$ cat src/rtl/uart_periph.sv
// uart_periph: memory-mapped 8N1 UART on the MEM-stage data bus.
// Registers: TXD (BASE+0x18), RXD (BASE+0x1C), CON (BASE+0x20).
// Optional macro UART_PARITY_EN adds an even-parity bit (11-bit frames)
// and the sticky CON[5] parity_err flag; without it CON[5] reads 0.
// dbg_tx_state / dbg_rx_state expose the two FSM state registers.
//
// Bus handshake: rd and wr are single-cycle strobes with no wait states.
// rdata is combinational from registers in the same cycle as rd. Side
// effects (register writes, clear-on-read) take place on the clock edge
// that ends the strobe cycle.
module uart_periph #(
    parameter logic [31:0] BASE     = 32'h4000_0000,
    parameter int unsigned BAUD_DIV = 5208
) (
    input  logic        clk,
    input  logic        reset,
    input  logic        rd,
    input  logic        wr,
    input  logic [31:0] addr,
    input  logic [31:0] wdata,
    output logic [31:0] rdata,
    output logic        irq,
    input  logic        uart_rx,
    output logic        uart_tx,
    output logic [2:0]  dbg_tx_state,
    output logic [2:0]  dbg_rx_state
);

    localparam int unsigned   CW        = $clog2(BAUD_DIV + 1);
    localparam logic [CW-1:0] BIT_LAST  = CW'(BAUD_DIV - 1);
    localparam logic [CW-1:0] HALF_LAST = CW'(BAUD_DIV / 2 - 1);

    typedef enum logic [2:0] {
        TX_IDLE  = 3'd0,
        TX_START = 3'd1,
        TX_DATA  = 3'd2,
        TX_PAR   = 3'd3,
        TX_STOP  = 3'd4
    } tx_state_e;

    typedef enum logic [2:0] {
        RX_IDLE  = 3'd0,
        RX_START = 3'd1,
        RX_DATA  = 3'd2,
        RX_PAR   = 3'd3,
        RX_STOP  = 3'd4
    } rx_state_e;

    // Address decode (full 32-bit compare)
    logic sel_txd, sel_rxd, sel_con;
    assign sel_txd = (addr == BASE + 32'h18);
    assign sel_rxd = (addr == BASE + 32'h1C);
    assign sel_con = (addr == BASE + 32'h20);

    logic wr_txd, wr_con, rd_rxd, rd_con;
    assign wr_txd = wr & sel_txd;
    assign wr_con = wr & sel_con;
    assign rd_rxd = rd & sel_rxd;
    assign rd_con = rd & sel_con;

    // Only the low byte of store data is ever used
    logic unused_wdata;
    assign unused_wdata = ^wdata[31:8];

    // Registers
    tx_state_e     tx_state_q, tx_state_d;
    logic [CW-1:0] tx_cnt_q, tx_cnt_d;
    logic [2:0]    tx_bit_q, tx_bit_d;
    logic [7:0]    tx_shift_q, tx_shift_d;
    logic [7:0]    txd_q, txd_d;
    logic          tx_line_q, tx_line_d;
    logic          tx_done_q, tx_done_d, tx_done_set;

    rx_state_e     rx_state_q, rx_state_d;
    logic [CW-1:0] rx_cnt_q, rx_cnt_d;
    logic [2:0]    rx_bit_q, rx_bit_d;
    logic [7:0]    rx_shift_q, rx_shift_d;
    logic [7:0]    rxd_q, rxd_d;
    logic          rx_ready_q, rx_ready_d, rx_set;
    logic          rx_s1_q, rx_s2_q, rx_prev_q;

    logic [1:0]    con_ie_q, con_ie_d;
    logic          tx_busy;
    logic          parity_err;

    assign tx_busy = (tx_state_q != TX_IDLE);

    // TX FSM next state, frame sequencing and line value
    always_comb begin
        tx_state_d  = tx_state_q;
        tx_cnt_d    = tx_cnt_q;
        tx_bit_d    = tx_bit_q;
        tx_shift_d  = tx_shift_q;
        txd_d       = txd_q;
        tx_done_set = 1'b0;
        tx_line_d   = 1'b1;
        case (tx_state_q)
            TX_IDLE: begin
                if (wr_txd) begin
                    txd_d      = wdata[7:0];
                    tx_shift_d = wdata[7:0];
                    tx_cnt_d   = '0;
                    tx_bit_d   = 3'd0;
                    tx_state_d = TX_START;
                end
            end
            TX_START: begin
                tx_line_d = 1'b0;
                if (tx_cnt_q == BIT_LAST) begin
                    tx_cnt_d   = '0;
                    tx_state_d = TX_DATA;
                end else begin
                    tx_cnt_d = tx_cnt_q + CW'(1);
                end
            end
            TX_DATA: begin
                tx_line_d = tx_shift_q[0];
                if (tx_cnt_q == BIT_LAST) begin
                    tx_cnt_d   = '0;
                    tx_shift_d = {1'b0, tx_shift_q[7:1]};
                    if (tx_bit_q == 3'd7) begin
`ifdef UART_PARITY_EN
                        tx_state_d = TX_PAR;
`else
                        tx_state_d = TX_STOP;
`endif
                    end else begin
                        tx_bit_d = tx_bit_q + 3'd1;
                    end
                end else begin
                    tx_cnt_d = tx_cnt_q + CW'(1);
                end
            end
`ifdef UART_PARITY_EN
            TX_PAR: begin
                // txd_q cannot change while busy, so it still holds the frame byte
                tx_line_d = ^txd_q;
                if (tx_cnt_q == BIT_LAST) begin
                    tx_cnt_d   = '0;
                    tx_state_d = TX_STOP;
                end else begin
                    tx_cnt_d = tx_cnt_q + CW'(1);
                end
            end
`endif
            TX_STOP: begin
                if (tx_cnt_q == BIT_LAST) begin
                    tx_cnt_d    = '0;
                    tx_done_set = 1'b1;
                    tx_state_d  = TX_IDLE;
                end else begin
                    tx_cnt_d = tx_cnt_q + CW'(1);
                end
            end
            default: tx_state_d = TX_IDLE;
        endcase
    end

`ifdef UART_PARITY_EN
    logic par_err_set;
`endif

    // RX FSM: start validation at half bit, then mid-bit sampling
    always_comb begin
        rx_state_d = rx_state_q;
        rx_cnt_d   = rx_cnt_q;
        rx_bit_d   = rx_bit_q;
        rx_shift_d = rx_shift_q;
        rxd_d      = rxd_q;
        rx_set     = 1'b0;
`ifdef UART_PARITY_EN
        par_err_set = 1'b0;
`endif
        case (rx_state_q)
            RX_IDLE: begin
                if (rx_prev_q && !rx_s2_q) begin
                    rx_cnt_d   = '0;
                    rx_state_d = RX_START;
                end
            end
            RX_START: begin
                if (rx_cnt_q == HALF_LAST) begin
                    rx_cnt_d = '0;
                    rx_bit_d = 3'd0;
                    // A line that is high again here was a glitch
                    rx_state_d = rx_s2_q ? RX_IDLE : RX_DATA;
                end else begin
                    rx_cnt_d = rx_cnt_q + CW'(1);
                end
            end
            RX_DATA: begin
                if (rx_cnt_q == BIT_LAST) begin
                    rx_cnt_d   = '0;
                    rx_shift_d = {rx_s2_q, rx_shift_q[7:1]};
                    if (rx_bit_q == 3'd7) begin
`ifdef UART_PARITY_EN
                        rx_state_d = RX_PAR;
`else
                        rx_state_d = RX_STOP;
`endif
                    end else begin
                        rx_bit_d = rx_bit_q + 3'd1;
                    end
                end else begin
                    rx_cnt_d = rx_cnt_q + CW'(1);
                end
            end
`ifdef UART_PARITY_EN
            RX_PAR: begin
                if (rx_cnt_q == BIT_LAST) begin
                    rx_cnt_d = '0;
                    if (rx_s2_q == ^rx_shift_q) begin
                        rx_state_d = RX_STOP;
                    end else begin
                        par_err_set = 1'b1;
                        rx_state_d  = RX_IDLE;
                    end
                end else begin
                    rx_cnt_d = rx_cnt_q + CW'(1);
                end
            end
`endif
            RX_STOP: begin
                if (rx_cnt_q == BIT_LAST) begin
                    rx_cnt_d   = '0;
                    rx_state_d = RX_IDLE;
                    // Framing error (stop bit low) drops the byte silently
                    if (rx_s2_q) begin
                        rxd_d  = rx_shift_q;
                        rx_set = 1'b1;
                    end
                end else begin
                    rx_cnt_d = rx_cnt_q + CW'(1);
                end
            end
            default: rx_state_d = RX_IDLE;
        endcase
    end

    // Sticky flags: a set event on the same edge as a clearing read wins
    always_comb begin
        tx_done_d  = tx_done_set | (tx_done_q & ~rd_con);
        rx_ready_d = rx_set | (rx_ready_q & ~rd_rxd);
        con_ie_d   = wr_con ? wdata[1:0] : con_ie_q;
    end

    // State registers for both FSMs, bus-visible registers and synchroniser
    always_ff @(posedge clk or negedge reset) begin
        if (!reset) begin
            tx_state_q <= TX_IDLE;
            tx_cnt_q   <= '0;
            tx_bit_q   <= 3'd0;
            tx_shift_q <= 8'h00;
            txd_q      <= 8'h00;
            tx_line_q  <= 1'b1;
            tx_done_q  <= 1'b0;
            rx_state_q <= RX_IDLE;
            rx_cnt_q   <= '0;
            rx_bit_q   <= 3'd0;
            rx_shift_q <= 8'h00;
            rxd_q      <= 8'h00;
            rx_ready_q <= 1'b0;
            rx_s1_q    <= 1'b1;
            rx_s2_q    <= 1'b1;
            rx_prev_q  <= 1'b1;
            con_ie_q   <= 2'b00;
        end else begin
            tx_state_q <= tx_state_d;
            tx_cnt_q   <= tx_cnt_d;
            tx_bit_q   <= tx_bit_d;
            tx_shift_q <= tx_shift_d;
            txd_q      <= txd_d;
            tx_line_q  <= tx_line_d;
            tx_done_q  <= tx_done_d;
            rx_state_q <= rx_state_d;
            rx_cnt_q   <= rx_cnt_d;
            rx_bit_q   <= rx_bit_d;
            rx_shift_q <= rx_shift_d;
            rxd_q      <= rxd_d;
            rx_ready_q <= rx_ready_d;
            rx_s1_q    <= uart_rx;
            rx_s2_q    <= rx_s1_q;
            rx_prev_q  <= rx_s2_q;
            con_ie_q   <= con_ie_d;
        end
    end

`ifdef UART_PARITY_EN
    logic parity_err_q;

    // Sticky parity error, cleared by a CON read unless set on that edge
    always_ff @(posedge clk or negedge reset) begin
        if (!reset) begin
            parity_err_q <= 1'b0;
        end else begin
            parity_err_q <= par_err_set | (parity_err_q & ~rd_con);
        end
    end

    assign parity_err = parity_err_q;
`else
    assign parity_err = 1'b0;
`endif

    // Combinational read mux; zero when not selected
    always_comb begin
        rdata = 32'h0;
        if (rd) begin
            if (sel_txd) begin
                rdata = {24'h0, txd_q};
            end else if (sel_rxd) begin
                rdata = {24'h0, rxd_q};
            end else if (sel_con) begin
                rdata = {26'h0, parity_err, tx_busy, rx_ready_q, tx_done_q, con_ie_q};
            end
        end
    end

    assign irq          = (con_ie_q[0] & tx_done_q) | (con_ie_q[1] & rx_ready_q);
    assign uart_tx      = tx_line_q;
    assign dbg_tx_state = tx_state_q;
    assign dbg_rx_state = rx_state_q;

endmodule

$ cat config.mk
export PLATFORM = sky130hd
export DESIGN_NAME = uart_periph
export DESIGN_NICKNAME = d
export VERILOG_FILES = /design/src/rtl/uart_periph.sv
export SDC_FILE = /design/constraint.sdc
export NUM_CORES = 1
export LEC_CHECK = 0
export CAP_MARGIN = 10
export CORE_UTILIZATION = 35
export DETAILED_ROUTE_END_ITERATION = 12
export GPL_TIMING_DRIVEN = 0
export HOLD_SLACK_MARGIN = 0.03
export SKIP_CTS_REPAIR_TIMING = 1
export SLEW_MARGIN = 20
export SYNTH_ARGS = -nofsm -noshare
export SYNTH_HDL_FRONTEND = slang
export SYNTH_SLANG_ARGS = --single-unit
$ cat constraint.sdc
create_clock -name clk -period 4.5 [get_ports clk]
set_input_delay 0.45 -clock clk [delete_from_list [all_inputs] [get_ports clk]]
set_output_delay 0.45 -clock clk [all_outputs]
set_load 0.01 [all_outputs]
# == Yosys cells after proc, flatten, opt, wreduce, memory -nomap -nowiden ==
# Index checks and enable logic that the tools add are counted.
# totals
reg_bits,78
out_inout_bits,40
# classes
add_sub_neg,4
n_eq_ne,26
muxes,41
n_bitwise,13
n_reduce_logical,21
# ops
op,n
$eq A32 B31 Y1 const B,3
$mux W13,5
$mux W3,16
$mux W8,5
$pmux W13 S3,1
$add A13 B1 Y13 const B,2
$eq A13 B13 Y1 const B,2
$pmux W13 S2,1
$ne A2 B2 Y1 const B,12
$pmux W3 S4,2
$pmux W8 S2,1
$eq A13 B12 Y1 const B,1
$eq A3 B3 Y1 const B,4
$pmux W3 S2,2
$reduce_and A5 Y1,2
$and A1 B1 Y1,8
$reduce_and A2 Y1,4
$reduce_and A4 Y1,2
$add A3 B1 Y3 const B,2
$eq A3 B1 Y1 const B,2
$eq A3 B2 Y1 const B,2
$logic_not A3 Y1,2
$reduce_and A3 Y1,2
$reduce_bool A2 Y1,3
11 further kinds,19

# == Depth between registers and ports, before layout ==
# Gate-level depths: netlist of run 1.
# depth
ltp_word,5
mapped_depth,8

# == Least setup slack after synthesis of run 1 ==
# Ideal clock, no wire load.
# synth_path
path_type,input port to output port
start,input port addr[2]
end,output port rdata[4]
arrival_ns,1.693
path_slack_ns,2.357
stages,5
path_buffers,1
cell_sequence,buf_2 or4b_2 o22ai_1 o21ai_0 nor2_1
# synth_via
elab_chain_cells,5
elab_cells_between_ends,7
cone_classes,eq/ne: 3; mux: 4
# synth_rtl
element,line,text
"start, declared",19,"input logic [31:0] addr,"
$eq A32 B31 Y1,53,assign sel_con = (addr == BASE + 32'h20);
$mux W5,313,end else if (sel_con) begin
$mux W8,311,end else if (sel_rxd) begin
$mux W8 *,309,if (sel_txd) begin
$mux W8 *,308,if (rd) begin
"end, declared",21,"output logic [31:0] rdata,"
# Every way passes the cells marked *; elsewhere a longest branch is shown, timed or not.

# == Worst setup path in the final report of run 1 ==
# layout_path
start,input port addr[7]
end,output port rdata[2]
# Same word-level chain as after synthesis.

==> results of run 1 <==
==> cells in the final DEF, fill, tap and decap left out, drive strengths merged, types with 4 or more instances in the layout <==
cell and count:
a22o 4, nand2 32, dfstp 4, a21o 4, nand3 17, or3 9, buf 40, clkbuf 15
and3 4, a31o 4, nor3 16, mux2 22, xnor2 10, inv 12, nand2b 5, clkdlybuf4s50 58
conb 24, ha 6, nor4 16, nor2 34, o221a 7, nand4 7, o21ai 19, dfrtp 74
a31oi 11, a21oi 20
==> sequential cells by signal, indices dropped and copies added (netlist names), 8 cells and up <==
signal      flops
rx_cnt_q       13
tx_shift_q      8
txd_q           8
rx_shift_q      8
tx_cnt_q       13
rxd_q           8
==> cell families after synthesis <==
group,after synthesis,share of synthesized area [%]
XOR/XNOR,11,2.251
adder cells (fa/ha/maj),7,1.988
AND/OR/NAND/NOR,165,21.93
AO/OA/AOI/OAI,83,13.30
buffers and inverters,56,8.041
multiplexers,25,6.667
other,1,0.08764
flip-flops,78,45.73
==> worst reg2reg max path: cells and delay by family (launching register included) <==
| family | cells | cell delay [ns] |
|---|---|---|
| AND/OR/NAND/NOR | 3 | 0.77 |
| flip-flops | 1 | 0.43 |
| multiplexers | 1 | 0.33 |
| adder cells (fa/ha/maj) | 1 | 0.32 |
| buffers and inverters | 2 | 0.26 |
==> path summary, 6_finish.rpt <==
path                                  to  slack, ns  cells after the start
worst max-delay path            rdata[2]       1.41                      7
worst min-delay path            txd_q[0]       0.05                      1
worst max register to register  rxd_q[6]       2.27                      7
worst min register to register   rx_s2_q       0.36                      0
max in group asynchronous        rx_s1_q       3.81                      2
min in group clk                 rx_s2_q       0.36                      0
==> layer usage <==
metal	track usage (%)	vias to the layer above
li1	-	1695
met4	7.644	0
met5	0	-
met2	25.51	111
met1	20.59	1641
met3	3.240	15
==> metrics by stage <==
step                      util (%)  setup WS [ns]  total power [mW]  hold WS (ns)  cell area (um2)
after global placement       42.97         0.1854             1.147        0.3463             5140
after global routing         46.00          1.099             2.067       0.07921             5503
after detailed placement     43.18          1.339             1.154        0.3481             5165
after CTS                    46.00          1.322             1.983       0.05652             5503
final                        46.00          1.408             1.964       0.04736             5503
after floorplan                  -          2.357             1.019        0.1544             4365
==> layout make-up <==
type | instances | area, um2 | area share [%]
Tap cell | 147 | 183.9 | 3.342
Clock inverter | 7 | 112.6 | 2.046
Buffer | 44 | 299.0 | 5.434
Sequential cell | 78 | 1957 | 35.56
Clock buffer | 9 | 225.2 | 4.093
Inverter | 12 | 45.04 | 0.8186
Timing Repair Buffer | 60 | 615.6 | 11.19
Multi-Input combinational cell | 315 | 2064 | 37.52
==> power breakdown <==
group	switching [mW]	internal, mW	leakage [nW]	total [mW]
clock	0.283	0.538	0.165	0.821
combinational	0.223	0.163	1.21	0.386
sequential	0.0285	0.728	1.03	0.757
==> results.toml, run 1 <==
[route]
viasPerCell = 5.152
top_layer = "met4"
wl_met1_um = 4476
dr_total_vias = 3462
drt_iter0_markers = 196
ant_nets = 0
routed_wl_um = 9605
first_pass_iters = 4
post_drt_wl_per_cell_um = 14.29
drc = 0
wl_met3_um = 519
wl_met2_um = 4437

[clock_network]
numCtsBuffers = 9
tritoncts = "built"
htreeDepth = 3
cts.clk_slew.worst_paths_ns = 0.06
insertion_delay_ns = 0.34
cts-root-buf = "clkbuf_16"
cts_sinks = 78
cts_buffer_depth = 2

[synth]
syn_avg_cell_area_um2 = 10.04
yosysTopAreaCell = "dfrtp_1"
synth.area.top_cells = "dfrtp_1, mux2_2, buf_4, nor2_1, nand2_1"
synth_ff_type = "dfrtp_1"
yosysTopAreaCellShare_pct = 43.27
seq_area_frac_synth_pct = 45.73
syn_inst = 426
synth_edf_count = 0
yosys_register_bits = 78
netlist_area_um2 = 4279
ys_warn_count = 0
synth_most_common_cell = "dfrtp_1"
synth_common_cells = "dfrtp_1, nor2_1, nand2_1"
ys_types = 65
ys_async_sr_fraction_pct = 100.0

[floorplanning]
die_w_um = 112.6
die_y_um = 112.6
die_area_um2 = 12670
core_um2 = 11960
rows = 40
start_util_pct = 35.77
ioPinCount = 109

[critical_path]
crit_top_cell = "clkdlybuf4s50_1"
crit_slowest_cell = "clkdlybuf4s50_1"
startpoint_type = "input pin"
critical_path_class = "in2out"
worst-path-buf-inv = 3
reg2reg_from = "rx_cnt_q[0]"
required_ns = 4.05
cp_cell_sequence = "clkdlybuf4s50_1 > nor4_1 > nand4_1 > or2_1 > clkbuf_1 > nor3_1 > clkdlybuf4s50_1"
crit_family = "buffers and inverters"
critPathCaptureType = "output port"
crit_start = "addr[7]"
critPathMaxStageDelay_ns = 0.57
worst-path-max-fanout = 7
crit_arrival_ns = 2.64

[sta]
hold_viol = 0
fin_crit_sh_pct = 68.70
fmax_ghz = 0.3234
finClkSkew_ns = 0.005379
tightest_slew_ns = 0.7202
fin_crit_ns = 3.092
slew_headroom_pct = 51.31
rsz0062_at_grt = "no"
setup_violations = 0
slew_violations = 0
fin_tns_setup_ns = 0

[layout]
area_delta_synth_final_pct = 28.60
nNetsFinal = 595
nFillCells = 1137
stdcell_count = 672
drive_gt1_share_pct = 19.24
n_antenna_cell = 0

[global_route]
grt_max_degree = 50
overflow = 0
grt_pass1_vias = 3326
track_usage_pct = 15.93
grt_pass1_wl_um = 16040
grt_antenna_before_repair = 0

[job]
cap_viol_max_count = 0

[placed_design]
gp_congestion = 0.8784
dp_cells = 656
port_buffers = 59
place_hpwl_um = 7018

[worst_hold_path]
worst_hold_path_type = "in2async"

[power]
ir_drop_uv = 181.6
power_density_nw_per_um2 = 356.9
p_leak_nw = 2.410

[run_status]
status = "finished clean"
Power figures use the tool's default switching activity.
==> inputs of run 2 (changes only) <==
Clock period 4.5 ns to 2.75 ns, I/O delays scaled along.
==> run 2 against run 1 <==
Count of clock-buffer cells in the layout unchanged. Die area is the same. Non-clock buffer count grew 2. Clock skew barely moved. Design area is 1.4% higher. Total power is 64% higher. Sequential power up 64%. Global-route usage unchanged. Clock power rose by 63%. Cell count is 0.30% higher. Via count grew 0.61%. Flip-flop and latch count stayed put. Largest cell class unchanged. Largest power group unchanged.
==> results.toml, run 2 (synthesis gave the netlist of run 1 again) <==
[run_status]
status = "finished clean"

[sta]
finClkSkew_ns = 0.005289
setup_violations = 0
tightest_slew_ns = 0.5030
fin_crit_sh_pct = 97.77
rsz0062_at_grt = "yes"
fin_tns_setup_ns = 0
slew_headroom_pct = 66.15
fin_crit_ns = 2.689
slew_violations = 0
hold_viol = 0
fmax_ghz = 0.3719
hold-worst-slack_ns = 0.3424

[layout]
final_area_um2 = 5582
top_regs = "rx_cnt_q x13, tx_cnt_q x13"
layout_commonest_cell = "dfrtp_1"
layout_common_cells = "dfrtp_1, clkdlybuf4s50_1, nor2_1"
area_delta_synth_final_pct = 30.44
n_antenna_cell = 0
stdcell_count = 674
drive_gt1_share_pct = 20.68
nNetsFinal = 597

[power]
p_seq_share_pct = 38.5
internal_power_mw = 2.341
clkPwrFrac_pct = 41.6
power_density_nw_per_um2 = 576.8
ir_drop_uv = 297.5
power_frac_comb_pct = 19.9
p_leak_nw = 2.464
p_sw_mw = 0.8780
switching_share_pct = 27.27

[critical_path]
worst-path-max-fanout = 3
startpoint_type = "input pin"
crit_top_cell = "clkdlybuf4s50_1"
r2r_cells = 7
cp_cell_sequence = "clkdlybuf4s50_1 > or4b_2 > o22ai_1 > o21ai_0 > nor2_1 > clkdlybuf4s50_1"
critPathMaxStageDelay_ns = 0.74
critical_path_class = "in2out"
required_ns = 2.48
r2r_slack_ns = 0.52
crit_start = "addr[4]"
crit_arrival_ns = 2.41
critPathCaptureType = "output port"
setup.worst_path.end = "rdata[4]"
crit_slowest_cell = "or4b_2"
r2r_end = "rxd_q[6]"
reg2reg_from = "rx_cnt_q[0]"

[route]
drc = 0
viasPerCell = 5.168
drt_iter0_markers = 174
post_drt_wl_per_cell_um = 14.30
routed_wl_um = 9640
ant_nets = 0
first_pass_iters = 4
dr_total_vias = 3483

[floorplanning]
die_area_um2 = 12670
rows = 40
core_um2 = 11960
die_w_um = 112.6
die_y_um = 112.6
start_util_pct = 35.77
ioPinCount = 109

[placed_design]
port_buffers = 59
dpl_cell_area_um2 = 5165
gp_congestion = 0.8784
place_hpwl_um = 7018
dp_cells = 656

[clock_network]
cts_buffer_depth = 2
htreeDepth = 3
cts_sinks = 78
numCtsBuffers = 9
cts-root-buf = "clkbuf_16"
insertion_delay_ns = 0.34
cts.clk_slew.worst_paths_ns = 0.06
tritoncts = "built"

[global_route]
overflow = 0
grt_antenna_before_repair = 0
grt_max_degree = 50
track_usage_pct = 15.93
grt_pass1_vias = 3326
grt_pass1_wl_um = 16040

[job]
cap_viol_max_count = 0

[worst_hold_path]
worst_hold_path_type = "in2reg"
[run 2: changes by cell type in the layout (fill, tap and decap cells not counted), sizes merged]
| cell | before | now |
|---|---|---|
| clkdlybuf4s50 | 58 | 56 |
| buf | 40 | 42 |
| dlygate4sd3 | 0 | 1 |
| clkbuf | 15 | 14 |
| dlymetal6s2s | 0 | 2 |
[run 2: cell type report]
type / instances / area [um2]
plain buffers: 43 / 295.3
clock buffers: 9 / 225.2
clock inverters: 7 / 112.6
fillers: 1126 / 6380
inverters: 12 / 45.04
multi-input cells: 315 / 2117
flip-flops and latches: 78 / 1957
well taps: 147 / 183.9
repair buffers: 63 / 645.6
[run 2: layer usage]
metal | routed length [um] | global-route usage, % | vias up
li1 | - | - | 1701
met1 | 4465 | 20.59 | 1666
met2 | 4485 | 25.51 | 105
met3 | 522 | 3.240 | 11
met4 | 166 | 7.644 | 0
met5 | 0 | 0 | -
[run 2: worst min path at each step]
stage                 start           to  slack [ns]  depth (start not counted)
floorplan             reset  con_ie_q[0]       -0.02                          0
global placement    rx_s1_q      rx_s2_q        0.35                          0
detailed placement    reset     txd_q[0]        0.24                          1
CTS                   reset     txd_q[0]       -0.12                          1
global route        uart_rx      rx_s1_q        0.35                          1
finish              uart_rx      rx_s1_q        0.34                          1
[run 2: through the flow]
step	util (%)	worst slack [ns]	total power [mW]
2_1_floorplan	-	0.6781	1.668
3_3_place_gp	42.97	-1.390	1.877
3_5_place_dp	43.18	-0.06068	1.889
4_1_cts	46.00	-0.07767	3.245
5_1_grt	46.66	-0.01217	3.390
6_report	46.66	0.06142	3.219
[run 2: power groups by stage]
| stage | Clock, mW | Combinational (mW) | Sequential, mW |
|---|---|---|---|
| final | 1.34 | 0.641 | 1.24 |
| after CTS | 1.37 | 0.633 | 1.24 |
| after floorplan | 0 | 0.414 | 1.25 |
| after global placement | 0 | 0.621 | 1.26 |
| after global routing | 1.43 | 0.719 | 1.24 |
| after detailed placement | 0 | 0.629 | 1.26 |
[run 2: worst max-delay path: cells and delay by family]
family	cells	cell delay, ns
buffers and inverters	2	1.01
AND/OR/NAND/NOR	2	0.84
AO/OA/AOI/OAI	2	0.28
==> inputs of run 3 (changes only) <==
Settings changed: CORE_UTILIZATION 35 to 45, PLACE_DENSITY set to 0.77.
==> run 3 against run 2 <==
Clock power down 26%. Cell count down 2.7%. Routed wire length down 0.23%. Critical path type unchanged.
==> results.toml, run 3 (synthesis gave the netlist of run 1 again) <==
[run_status]
status = "finished clean"

[layout]
layout_common_cells = "dfrtp_1, clkdlybuf4s50_1, nor2_1"
drive_gt1_share_pct = 19.54
final_area_um2 = 5408
top_regs = "rx_cnt_q x13, tx_cnt_q x13"
layout_commonest_cell = "dfrtp_1"
n_antenna_cell = 0
area_delta_synth_final_pct = 26.37
nNetsFinal = 597
stdcell_count = 656

[clock_network]
cts_buffer_depth = 2
cts-root-buf = "clkbuf_8"
tritoncts = "built"
insertion_delay_ns = 0.36
htreeDepth = 3
cts.clk_slew.worst_paths_ns = 0.08
numCtsBuffers = 9
cts_sinks = 78

[placed_design]
dp_cells = 638
dpl_cell_area_um2 = 5142
place_hpwl_um = 6917
gp_congestion = 0.8669
port_buffers = 59

[global_route]
grt_pass1_wl_um = 15610
grt_antenna_before_repair = 0
grt_max_degree = 51
track_usage_pct = 19.92
overflow = 0
grt_pass1_vias = 3421

[power]
p_total_mw = 2.866
p_leak_nw = 2.459
power_density_nw_per_um2 = 530.0
ir_drop_uv = 242.6

[floorplanning]
die_y_um = 99.52
die_w_um = 99.52
ioPinCount = 109
core_um2 = 9240
start_util_pct = 46.31
die_area_um2 = 9903
rows = 35

[critical_path]
worst-path-max-fanout = 4
critical_path_class = "in2out"
crit_arrival_ns = 2.32
required_ns = 2.48
crit_top_cell = "clkdlybuf4s50_1"
cp_cell_sequence = "clkdlybuf4s50_1 > nor4b_2 > nand4_1 > or3_1 > nor2_1 > clkdlybuf4s50_1"
startpoint_type = "input pin"
crit_slowest_cell = "clkdlybuf4s50_1"
critPathCaptureType = "output port"
critPathMaxStageDelay_ns = 0.54

[sta]
finClkSkew_ns = 0.01026
hold_viol = 0
setup_violations = 0
hold-worst-slack_ns = 0.3287
fmax_ghz = 0.3853
rsz0062_at_grt = "no"
slew_headroom_pct = 46.69
fin_tns_setup_ns = 0
fin_crit_ns = 2.595
fin_crit_sh_pct = 94.37
tightest_slew_ns = 0.7885
slew_violations = 0

[route]
wl_met3_um = 615
dr_total_vias = 3544
viasPerCell = 5.402
wl_met2_um = 4562
top_layer = "met4"
post_drt_wl_per_cell_um = 14.66
wl_met1_um = 4263
routed_wl_um = 9618
first_pass_iters = 4
drt_iter0_markers = 153
drc = 0
ant_nets = 0

[worst_hold_path]
worst_hold_path_type = "in2reg"

[job]
cap_viol_max_count = 0
-- run 3: cell types whose count changed in the layout (fill, tap and decap cells not counted), sizes merged --
cell           change
bufinv             -1
buf                -1
clkdlybuf4s50      -3
clkinv             -2
clkbuf             +1
inv                +3
dlymetal6s2s       +3
-- run 3: layout make-up --
cell class / count / area, um2
Tap cell: 129 / 161.4
Buffer: 44 / 299.0
Fill cell: 800 / 3832
Timing Repair Buffer: 62 / 645.6
Clock inverter: 7 / 105.1
Clock buffer: 9 / 123.9
Multi-Input combinational cell: 315 / 2071
Inverter: 12 / 45.04
Sequential cell: 78 / 1957
-- run 3: where the power goes --
group / internal [mW] / switching (mW)
logic: 0.268 / 0.369
registers: 1.19 / 0.0494
clock network: 0.525 / 0.466
-- run 3: per-stage QoR --
stage               setup WS [ns]  util [%]
finish                     0.1547     58.52
global route              0.06109     58.52
CTS                    -0.0007732     58.13
detailed placement        0.01475     55.65
global placement           -1.263     55.38
floorplan                  0.6781         -
-- run 3: final timing paths --
| check | end | slack (ns) | cells past startpoint | startpoint |
|---|---|---|---|---|
| max in group asynchronous | uart_tx | 1.73 | 3 | reset |
| worst min register to register | rx_s2_q | 0.37 | 0 | rx_s1_q |
| worst max register to register | rxd_q[6] | 0.47 | 7 | rx_cnt_q[0] |
| min in group asynchronous | rx_shift_q[2] | 0.39 | 2 | reset |
| worst min-delay path | rx_s1_q | 0.33 | 1 | uart_rx |
| worst max-delay path | rdata[5] | 0.15 | 6 | addr[28] |
-- run 3: critical path: cells and delay by family --
| kind | cells | cell delay, ns |
|---|---|---|
| buffers and inverters | 2 | 0.95 |
| AND/OR/NAND/NOR | 4 | 1.08 |
-- run 3: routing by layer --
metal | up-vias | global-route usage, %
li1 | 1702 | -
met1 | 1701 | 24.94
met2 | 127 | 33.65
met3 | 14 | 4.146
met4 | 0 | 8.258
met5 | - | 0
